$ cat src/rtl/cmd_burst_int_pkg.sv
// cmd_pkg: shared FSM states, error flag indices and header field positions for cmd_burst_int.
package cmd_pkg;
    typedef enum logic [2:0] {IDLE, LEN, WDATA, WREQ, RREQ, RSEND} cmd_state_e;
    localparam int ERR_LEN = 0;
    localparam int ERR_OVR = 1;
    localparam int ERR_TMO = 2;
    localparam int HDR_WR_BIT = 7;
    localparam int HDR_ADDR_MSB = 6;
    localparam int HDR_ADDR_LSB = 0;
endpackage

$ cat src/rtl/cmd_timeout_cnt.sv
// cmd_timeout_cnt: counts idle cycles while enabled and pulses expire_o when LIMIT cycles have passed.
module cmd_timeout_cnt #(
    parameter int LIMIT = 100000
) (
    input  logic clk_i,
    input  logic rst_n_i,
    input  logic en_i,
    input  logic clr_i,
    output logic expire_o
);
    localparam int CW = $clog2(LIMIT + 1);
    logic [CW-1:0] cnt;
    assign expire_o = en_i && !clr_i && cnt == CW'(LIMIT - 1);
    always_ff @(posedge clk_i or negedge rst_n_i) begin
        if (!rst_n_i) cnt <= '0;
        else cnt <= (!en_i || clr_i || expire_o) ? '0 : cnt + 1'b1;
    end
endmodule

$ cat src/rtl/cmd_burst_int.sv
// cmd_burst_int: decodes UART header/length/data frames into burst register accesses.
// Optional inter-byte timeout is enabled by defining CMD_INT_TIMEOUT_EN.
module cmd_burst_int
    import cmd_pkg::*;
#(
    parameter int DATA_BYTES = 1,
    parameter int MAX_BURST = 16,
    parameter int TIMEOUT_CYC = 100000
) (
    input  logic                    clk_i,
    input  logic                    rst_n_i,
    input  logic                    rx_valid_i,
    input  logic [7:0]              rx_data_i,
    output logic                    tx_valid_o,
    output logic [7:0]              tx_data_o,
    input  logic                    tx_ready_i,
    output logic                    req_o,
    output logic                    wr_o,
    output logic [6:0]              addr_o,
    output logic [8*DATA_BYTES-1:0] wdata_o,
    input  logic [8*DATA_BYTES-1:0] rdata_i,
    input  logic                    ack_i,
    output logic [2:0]              err_o,
    input  logic                    err_clr_i
);
    localparam int DW = 8 * DATA_BYTES;
    localparam logic [1:0] BLAST = 2'(DATA_BYTES - 1);
    cmd_state_e state, nxt;
    logic          wr_q, last_b, clamp, tmo, adv;
    logic [7:0]    rem;
    logic [1:0]    bcnt;
    logic [DW-1:0] shift, wdata_n, shift_n;
    logic [2:0]    err_set;

    assign last_b = bcnt == BLAST;
    assign clamp = {1'b0, rx_data_i} >= 9'(MAX_BURST);
    assign adv = rem != 8'd0 && ((state == WREQ && ack_i) || (state == RSEND && tx_ready_i && last_b));

    // Little-endian assembly: bytes enter at the top and end up at [7:0] first.
    if (DATA_BYTES == 1) begin : g_one
        assign wdata_n = rx_data_i;
        assign shift_n = shift;
    end else begin : g_multi
        assign wdata_n = {rx_data_i, wdata_o[DW-1:8]};
        assign shift_n = {8'h00, shift[DW-1:8]};
    end

`ifdef CMD_INT_TIMEOUT_EN
    cmd_timeout_cnt #(.LIMIT(TIMEOUT_CYC)) u_tmo (
        .clk_i    (clk_i),
        .rst_n_i  (rst_n_i),
        .en_i     (state == LEN || state == WDATA),
        .clr_i    (rx_valid_i),
        .expire_o (tmo)
    );
`else
    assign tmo = 1'b0;
`endif

    always_ff @(posedge clk_i or negedge rst_n_i) begin
        if (!rst_n_i) state <= IDLE;
        else state <= nxt;
    end

    always_comb begin
        nxt = state;
        case (state)
            IDLE:    nxt = rx_valid_i ? LEN : IDLE;
            LEN:     nxt = tmo ? IDLE : !rx_valid_i ? LEN : wr_q ? WDATA : RREQ;
            WDATA:   nxt = tmo ? IDLE : (rx_valid_i && last_b) ? WREQ : WDATA;
            WREQ:    nxt = !ack_i ? WREQ : rem == 8'd0 ? IDLE : WDATA;
            RREQ:    nxt = ack_i ? RSEND : RREQ;
            RSEND:   nxt = !(tx_ready_i && last_b) ? RSEND : rem == 8'd0 ? IDLE : RREQ;
            default: nxt = IDLE;
        endcase
    end

    always_comb begin
        req_o = state == WREQ || state == RREQ;
        wr_o = state == WREQ;
        tx_valid_o = state == RSEND;
        tx_data_o = shift[7:0];
    end

    always_comb begin
        err_set = '0;
        err_set[ERR_LEN] = state == LEN && rx_valid_i && clamp;
        err_set[ERR_OVR] = rx_valid_i && (state == WREQ || state == RREQ || state == RSEND);
        err_set[ERR_TMO] = tmo;
    end

    always_ff @(posedge clk_i or negedge rst_n_i) begin
        if (!rst_n_i) begin
            wr_q <= 1'b0;
            addr_o <= '0;
            rem <= '0;
            bcnt <= '0;
            wdata_o <= '0;
            shift <= '0;
            err_o <= '0;
        end else begin
            err_o <= (err_clr_i ? 3'b000 : err_o) | err_set;
            if (state == IDLE && rx_valid_i) begin
                wr_q <= rx_data_i[HDR_WR_BIT];
                addr_o <= rx_data_i[HDR_ADDR_MSB:HDR_ADDR_LSB];
            end
            if (state == LEN && rx_valid_i) begin
                rem <= clamp ? 8'(MAX_BURST - 1) : rx_data_i;
                bcnt <= '0;
            end
            if (state == WDATA && rx_valid_i) begin
                wdata_o <= wdata_n;
                bcnt <= last_b ? 2'd0 : bcnt + 1'b1;
            end
            if (state == RREQ && ack_i) begin
                shift <= rdata_i;
                bcnt <= '0;
            end
            if (state == RSEND && tx_ready_i) begin
                shift <= shift_n;
                bcnt <= last_b ? 2'd0 : bcnt + 1'b1;
            end
            if (adv) begin
                rem <= rem - 1'b1;
                addr_o <= addr_o + 1'b1;
            end
        end
    end
endmodule

$ cat config.mk
export PLATFORM = sky130hd
export DESIGN_NAME = cmd_burst_int
export DESIGN_NICKNAME = d
export VERILOG_FILES = /design/src/rtl/cmd_burst_int_pkg.sv /design/src/rtl/cmd_timeout_cnt.sv /design/src/rtl/cmd_burst_int.sv
export SDC_FILE = /design/constraint.sdc
export NUM_CORES = 1
export LEC_CHECK = 0
export BUFFER_PORTS_ARGS = -buffer_cell sky130_fd_sc_hd__buf_4
export CAP_MARGIN = 20
export CORE_AREA = 4 4 72 74
export DETAILED_ROUTE_END_ITERATION = 7
export DIE_AREA = 0 0 76 78
export GPL_ROUTABILITY_DRIVEN = 0
export MAX_ROUTING_LAYER = met4
export PLACE_DENSITY = 0.7
export SYNTH_ARGS = -nofsm -noshare
export SYNTH_HDL_FRONTEND = slang
export SYNTH_SLANG_ARGS = --single-unit
$ cat constraint.sdc
create_clock -name clk_i -period 2.03 [get_ports clk_i]
set_input_delay 0.1015 -clock clk_i [delete_from_list [all_inputs] [get_ports clk_i]]
set_output_delay 0.1015 -clock clk_i [all_outputs]
set_load 0.05 [all_outputs]
==> flow_summary.json, run 1 <==
{
  "critPathMaxFanout": 7,
  "fmax_mhz": 505,
  "yosys.cell_types.count": 54,
  "clock_sink_count": 39,
  "port_buffers": 49,
  "worstMarginPinSlew_ps": 636,
  "seq_area_sq_um": 976,
  "finClkSkew_ps": 3.80,
  "antenna_found_initial": 0,
  "cts_buffer_depth": 2,
  "drt_iter0_markers": 72,
  "multi_input_area_sq_um": 948,
  "io_pins": 51,
  "cts_made_buffers": 5,
  "wl_mm": 4.66,
  "design_area_sq_um": 2680,
  "start_kind": "register",
  "grt_pass1_vias": 1678,
  "worstPathRequired_ps": 2210,
  "cp_cell_sequence": "inv_1 -> ha_1 -> and4b_2 -> o21ai_1 -> or2_4 -> buf_4 -> buf_4 -> nor3_1 -> nor3_2",
  "critPathTopFamily": "simple AND/OR/NAND/NOR gates",
  "yosys.area_share.simple_pct": 18.5,
  "ys.flop_type": "dfrtp_1",
  "arrival_ps": 2160,
  "insertedDiodeCount": 0,
  "die_h_um": 78,
  "synth_warnings": 0,
  "synthXorXnorAreaFrac_pct": 0.437,
  "crit_top_cell": "buf_4",
  "async_reset_ff_share_pct": 100,
  "max_cap_viol_count": 0,
  "area_delta_synth_final_pct": 33.6,
  "overflow": 0,
  "firstDrtPassIters": 4,
  "cts_max_level": 2,
  "worstSetupEndpointType": "register",
  "initial_core_util_pct": 43.6,
  "insertion_delay_ps": 290,
  "fill_cells": 407,
  "hold_violations": 0,
  "synth_top_family_by_area": "simple AND/OR/NAND/NOR gates",
  "avgSynthCellArea_sq_um": 11.1,
  "ys_ff_latch": 39,
  "leakage_uw": 0.00126,
  "hp-class": "in2reg",
  "layout_common_cells": "buf_4 (70), dfrtp_1 (39), nand2_1 (17)",
  "syn-num-nets": 206,
  "drcViolationCount": 0,
  "maxSlewViolCount": 0,
  "period_needed_ps": 1980,
  "powerDensity_nw_per_um2": 1820,
  "track_usage_pct": 16.3,
  "ir_worst_vdd_v": 0.00103,
  "grt_max_degree": 40,
  "wl_per_cell_um": 15.2,
  "final_cells": 306,
  "netlist_instances": 180,
  "crit_slowest_cell": "dfrtp_1",
  "muxShareOfSynthArea_pct": 9.98,
  "die_w_um": 76,
  "netlist_area_sq_um": 2010,
  "clk_pin_slew_ps": 80,
  "die_area_sq_um": 5930,
  "finish.utilization_pct": 58.3,
  "num_rows": 25,
  "slew_headroom_pct": 57.2,
  "vias": 1649,
  "critPathKind": "reg2reg",
  "setup_viol": 0,
  "final_common_cell": "buf_4",
  "crit_buf_inv": 3,
  "finalCritPeriodShare_pct": 97.6,
  "whs_ps": 38.7,
  "synth_compound_area_share_pct": 14.6,
  "yosysSeqAreaShare_pct": 48.7,
  "grt_first_pass_wirelength_mm": 7.81,
  "dp_hpwl_mm": 3.50,
  "ant_nets": 0,
  "status": "complete, no violations",
  "synthAdderAreaFrac_pct": 2.50,
  "rsz0062_at_grt": "true",
  "synth_edf_count": 0,
  "via_per_inst": 5.39,
  "cp_slowest_stage_delay_ps": 380,
  "placed_area_sq_um": 2510,
  "cts_tree": "built",
  "drive_gt1_share_pct": 44.8,
  "placed_cells": 294,
  "core-area_sq_um": 4600,
  "clockRootBuffer": "clkbuf_8",
  "nets": 277
}
## state kept, by name, indices dropped and copies added (netlist names)
| signal | cells |
|---|---|
| rem | 8 |
| tx_data_o | 8 |
| wdata_o | 8 |
| addr_o | 7 |
| state | 3 |
| bcnt | 2 |
| err_o | 2 |
| wr_q | 1 |
## stage by stage
step,power [uW],setup WS [ps],TNS [ps]
global placement,4110,-2.99,-2.99
global route,5140,-51.1,-181
CTS,4860,22.5,0
detailed placement,4160,-79.3,-209
finish,4870,48.6,0
floorplan,3320,46.2,0
## Yosys cell counts (3+ instances only)
| cell type | instances | area share, % |
|---|---|---|
| dfrtp_1 | 39 | 49 |
| nand2_1 | 17 | 3.2 |
| mux2_2 | 16 | 9.0 |
| o21ai_0 | 11 | 2.7 |
| inv_1 | 8 | 1.5 |
| nor2_1 | 7 | 1.3 |
| nor3_1 | 7 | 1.7 |
| a211o_1 | 4 | 1.7 |
| and3_1 | 4 | 1.2 |
| ha_1 | 4 | 2.5 |
| a22o_1 | 3 | 1.3 |
| nor3b_1 | 3 | 1.1 |
| o211ai_1 | 3 | 1.1 |
## worst paths after layout
path | cells past startpoint | to | slack [ps] | startpoint
setup / recovery | 9 | addr_o[5] | 50 | bcnt[0]
hold / removal | 3 | wr_q | 40 | rx_data_i[7]
setup reg to reg | 9 | addr_o[5] | 50 | bcnt[0]
hold reg to reg | 1 | rem[5] | 480 | rem[5]
max in group asynchronous | 2 | rem[1] | 1370 | rst_n_i
min in group asynchronous | 2 | wdata_o[1] | 320 | rst_n_i
## report_power, final
group,internal (uW),switching [uW]
registers,1140,301
clock network,366,282
logic,1070,1710
total,2570,2300
## worst min-delay path: stages
cell and delay [ps]:
buf_4 100, nand2_1 50, nand2_1 50
## layout make-up
| type | count | area share [%] |
|---|---|---|
| multi-input combinational | 125 | 35.4 |
| sequential | 39 | 36.4 |
| clock inverter | 3 | 1.63 |
| clock buffer | 5 | 2.57 |
| inverter | 8 | 1.12 |
| tap | 54 | 2.52 |
| timing repair buffer | 72 | 20.4 |
## metal layers
layer  share of wire [%]  vias to the layer above  track usage (%)
li1                    -                      803                -
met2                  48                       46             25.9
met1                  47                      794             21.3
met4                0.81                        0             3.56
met3                 4.2                        6             3.60
met5                   0                        -                -
## logic make-up (layout without fill, tap and decap cells)
kind of cell             after synthesis  after routing
multiplexers                          18             18
other                                  1              1
flip-flops                            39             39
AND/OR/NAND/NOR                       62             62
adder cells (fa/ha/maj)                4              4
XOR/XNOR                               1              1
AO/OA/AOI/OAI                         39             39
buffers and inverters                 16             88
## what timing repair did
item / in CTS / in global routing
hold buffers: 2 / 0
buffers inserted: 2 / 0
resized for setup: 3 / 4
pin swaps: 2 / 0
setup endpoints to repair: 7 / 6
endpoints found under the hold margin: 41 / 0
No activity file was read; power rests on OpenSTA's default activity.
==> run 2: changes to the inputs <==
==> constraint.sdc (replaced) <==
create_clock -name clk_i -period 2.03 [get_ports clk_i]
set_input_delay 0.406 -clock clk_i [delete_from_list [all_inputs] [get_ports clk_i]]
set_output_delay 0.406 -clock clk_i [all_outputs]
set_load 0.05 [all_outputs]
==> run 2 against run 1 <==
Sequential power about the same. Sequential share of layout area increased by 0.76 points. Non-clock buffer count is 3 lower. Cell area shrank 2.1%. Utilization shrank 1.2 points. Register-to-register slack improved by 60 ps. Worst setup slack improved by 56 ps. Global-route usage is 0.74 points lower. Critical endpoint is now rem[5].
==> flow_summary.json, run 2 (synthesis gave the netlist of run 1 again) <==
{
  "fill_cells": 388,
  "wl_per_cell_um": 14.7,
  "critPathTopFamily": "simple AND/OR/NAND/NOR gates",
  "design_area_sq_um": 2630,
  "seq_area_sq_um": 976,
  "hold_violations": 0,
  "dp_hpwl_mm": 3.38,
  "clockRootBuffer": "clkbuf_8",
  "wl_met2_mm": 2.11,
  "firstDrtPassIters": 4,
  "crit_buf_inv": 2,
  "cts_max_level": 2,
  "num_rows": 25,
  "critPathKind": "reg2reg",
  "maxSlewViolCount": 0,
  "die_area_sq_um": 5930,
  "start_kind": "register",
  "multi_input_area_sq_um": 945,
  "drt_iter0_markers": 106,
  "arrival_ps": 2140,
  "whs_ps": 78.0,
  "ant_nets": 0,
  "core-area_sq_um": 4600,
  "cp_cell_sequence": "inv_1 -> ha_1 -> and4b_2 -> o21ai_1 -> or2_4 -> buf_4 -> nor4_2 -> mux2i_1",
  "max_cap_viol_count": 0,
  "port_buffers": 49,
  "die_h_um": 78,
  "antenna_found_initial": 0,
  "critPathMaxFanout": 7,
  "crit_slowest_cell": "dfrtp_1",
  "clk_pin_slew_ps": 80,
  "highest_layer": "met4",
  "wl_mm": 4.46,
  "overflow": 0,
  "slew_headroom_pct": 57.2,
  "cts_tree": "built",
  "worstSetupEndpointType": "register",
  "nets": 274,
  "ir_worst_vdd_v": 0.000948,
  "period_needed_ps": 1930,
  "hp-class": "in2async",
  "p_total_uw": 4730,
  "insertion_delay_ps": 290,
  "drive_gt1_share_pct": 44.6,
  "vias": 1604,
  "hold_buffers": 0,
  "layout_common_cells": "buf_4 (69), dfrtp_1 (39), nand2_1 (17)",
  "cts_buffer_depth": 2,
  "grt_max_degree": 40,
  "via_per_inst": 5.29,
  "finish.utilization_pct": 57.1,
  "clock_sink_count": 39,
  "finalCritPeriodShare_pct": 94.8,
  "grt_pass1_vias": 1596,
  "cp_slowest_stage_delay_ps": 380,
  "placed_area_sq_um": 2520,
  "leakage_uw": 0.00123,
  "layout_setup_ws_ps": 105,
  "met1_length_mm": 2.12,
  "wl_met3_um": 212,
  "rsz0062_at_grt": "true",
  "die_w_um": 76,
  "setup_viol": 0,
  "drcViolationCount": 0,
  "area_delta_synth_final_pct": 30.9,
  "worstPathRequired_ps": 2250,
  "cts_made_buffers": 5,
  "pre_cts_ws_ps": -78.4,
  "powerDensity_nw_per_um2": 1800,
  "worstMarginPinSlew_ps": 636,
  "finClkSkew_ps": 5.25,
  "final_common_cell": "buf_4",
  "track_usage_pct": 15.5,
  "grt_first_pass_wirelength_mm": 7.43,
  "fmax_mhz": 519,
  "insertedDiodeCount": 0,
  "io_pins": 51,
  "status": "complete, no violations",
  "initial_core_util_pct": 43.6
}
run 2: cell types whose count changed in the layout (fill, tap and decap cells not counted), sizes merged:
| cell | change |
|---|---|
| clkinvlp | +2 |
| dlygate4sd3 | -2 |
| buf | -1 |
| bufinv | -1 |
| clkinv | -1 |
run 2: path summary, 6_finish.rpt:
| path | start | end | slack, ps | cells after the start |
|---|---|---|---|---|
| hold reg to reg | rem[5] | rem[5] | 480 | 1 |
| setup / recovery | bcnt[0] | rem[5] | 100 | 8 |
| hold / removal | rst_n_i | addr_o[3] | 80 | 1 |
| setup reg to reg | bcnt[0] | rem[5] | 100 | 8 |
| max in group asynchronous | rst_n_i | tx_data_o[3] | 1620 | 1 |
| min in group clk_i | err_clr_i | err_o[0] | 300 | 2 |
run 2: what timing repair did:
item,CTS,global route
setup buffers,0,0
gates resized for setup,1,5
pin swaps,0,1
setup endpoints to repair,2,14
endpoints found under the hold margin,0,0
run 2: metal layers:
| metal | vias to the layer above | global-route usage [%] |
|---|---|---|
| met5 | - | - |
| met4 | 0 | 3.56 |
| met3 | 4 | 4.18 |
| met2 | 43 | 23.3 |
| met1 | 766 | 21.0 |
| li1 | 791 | - |
run 2: worst reg2reg max path, delay by kind of cell, from the launching register on:
family,cells,cell delay (ps)
AND/OR/NAND/NOR,3,760
multiplexers,1,210
flip-flops,1,380
AO/OA/AOI/OAI,1,110
adder cells (fa/ha/maj),1,160
buffers and inverters,2,240
run 2: final cells by class:
cell class	instances	area share [%]
Multi-Input combinational cell	125	36.0
Tap cell	54	2.57
Sequential cell	39	37.2
Clock inverter	3	0.763
Clock buffer	5	2.62
Inverter	8	1.14
Timing Repair Buffer	69	19.7
run 2: where the power goes:
group          switching (uW)  internal, uW  leakage, uW  total, uW
Sequential                288          1140     0.000480       1420
Clock                     285           239    0.0000402        524
Combinational            1710          1070     0.000709       2780
Total                    2280          2450      0.00123       4730
run 2: stage by stage:
| stage | TNS, ps | instances |
|---|---|---|
| after detailed placement | -95.4 | 295 |
| after CTS | -12.3 | 303 |
| after floorplan | 0 | 180 |
| final | 0 | 303 |
| after global routing | -57.0 | 303 |
| after global placement | 0 | 295 |
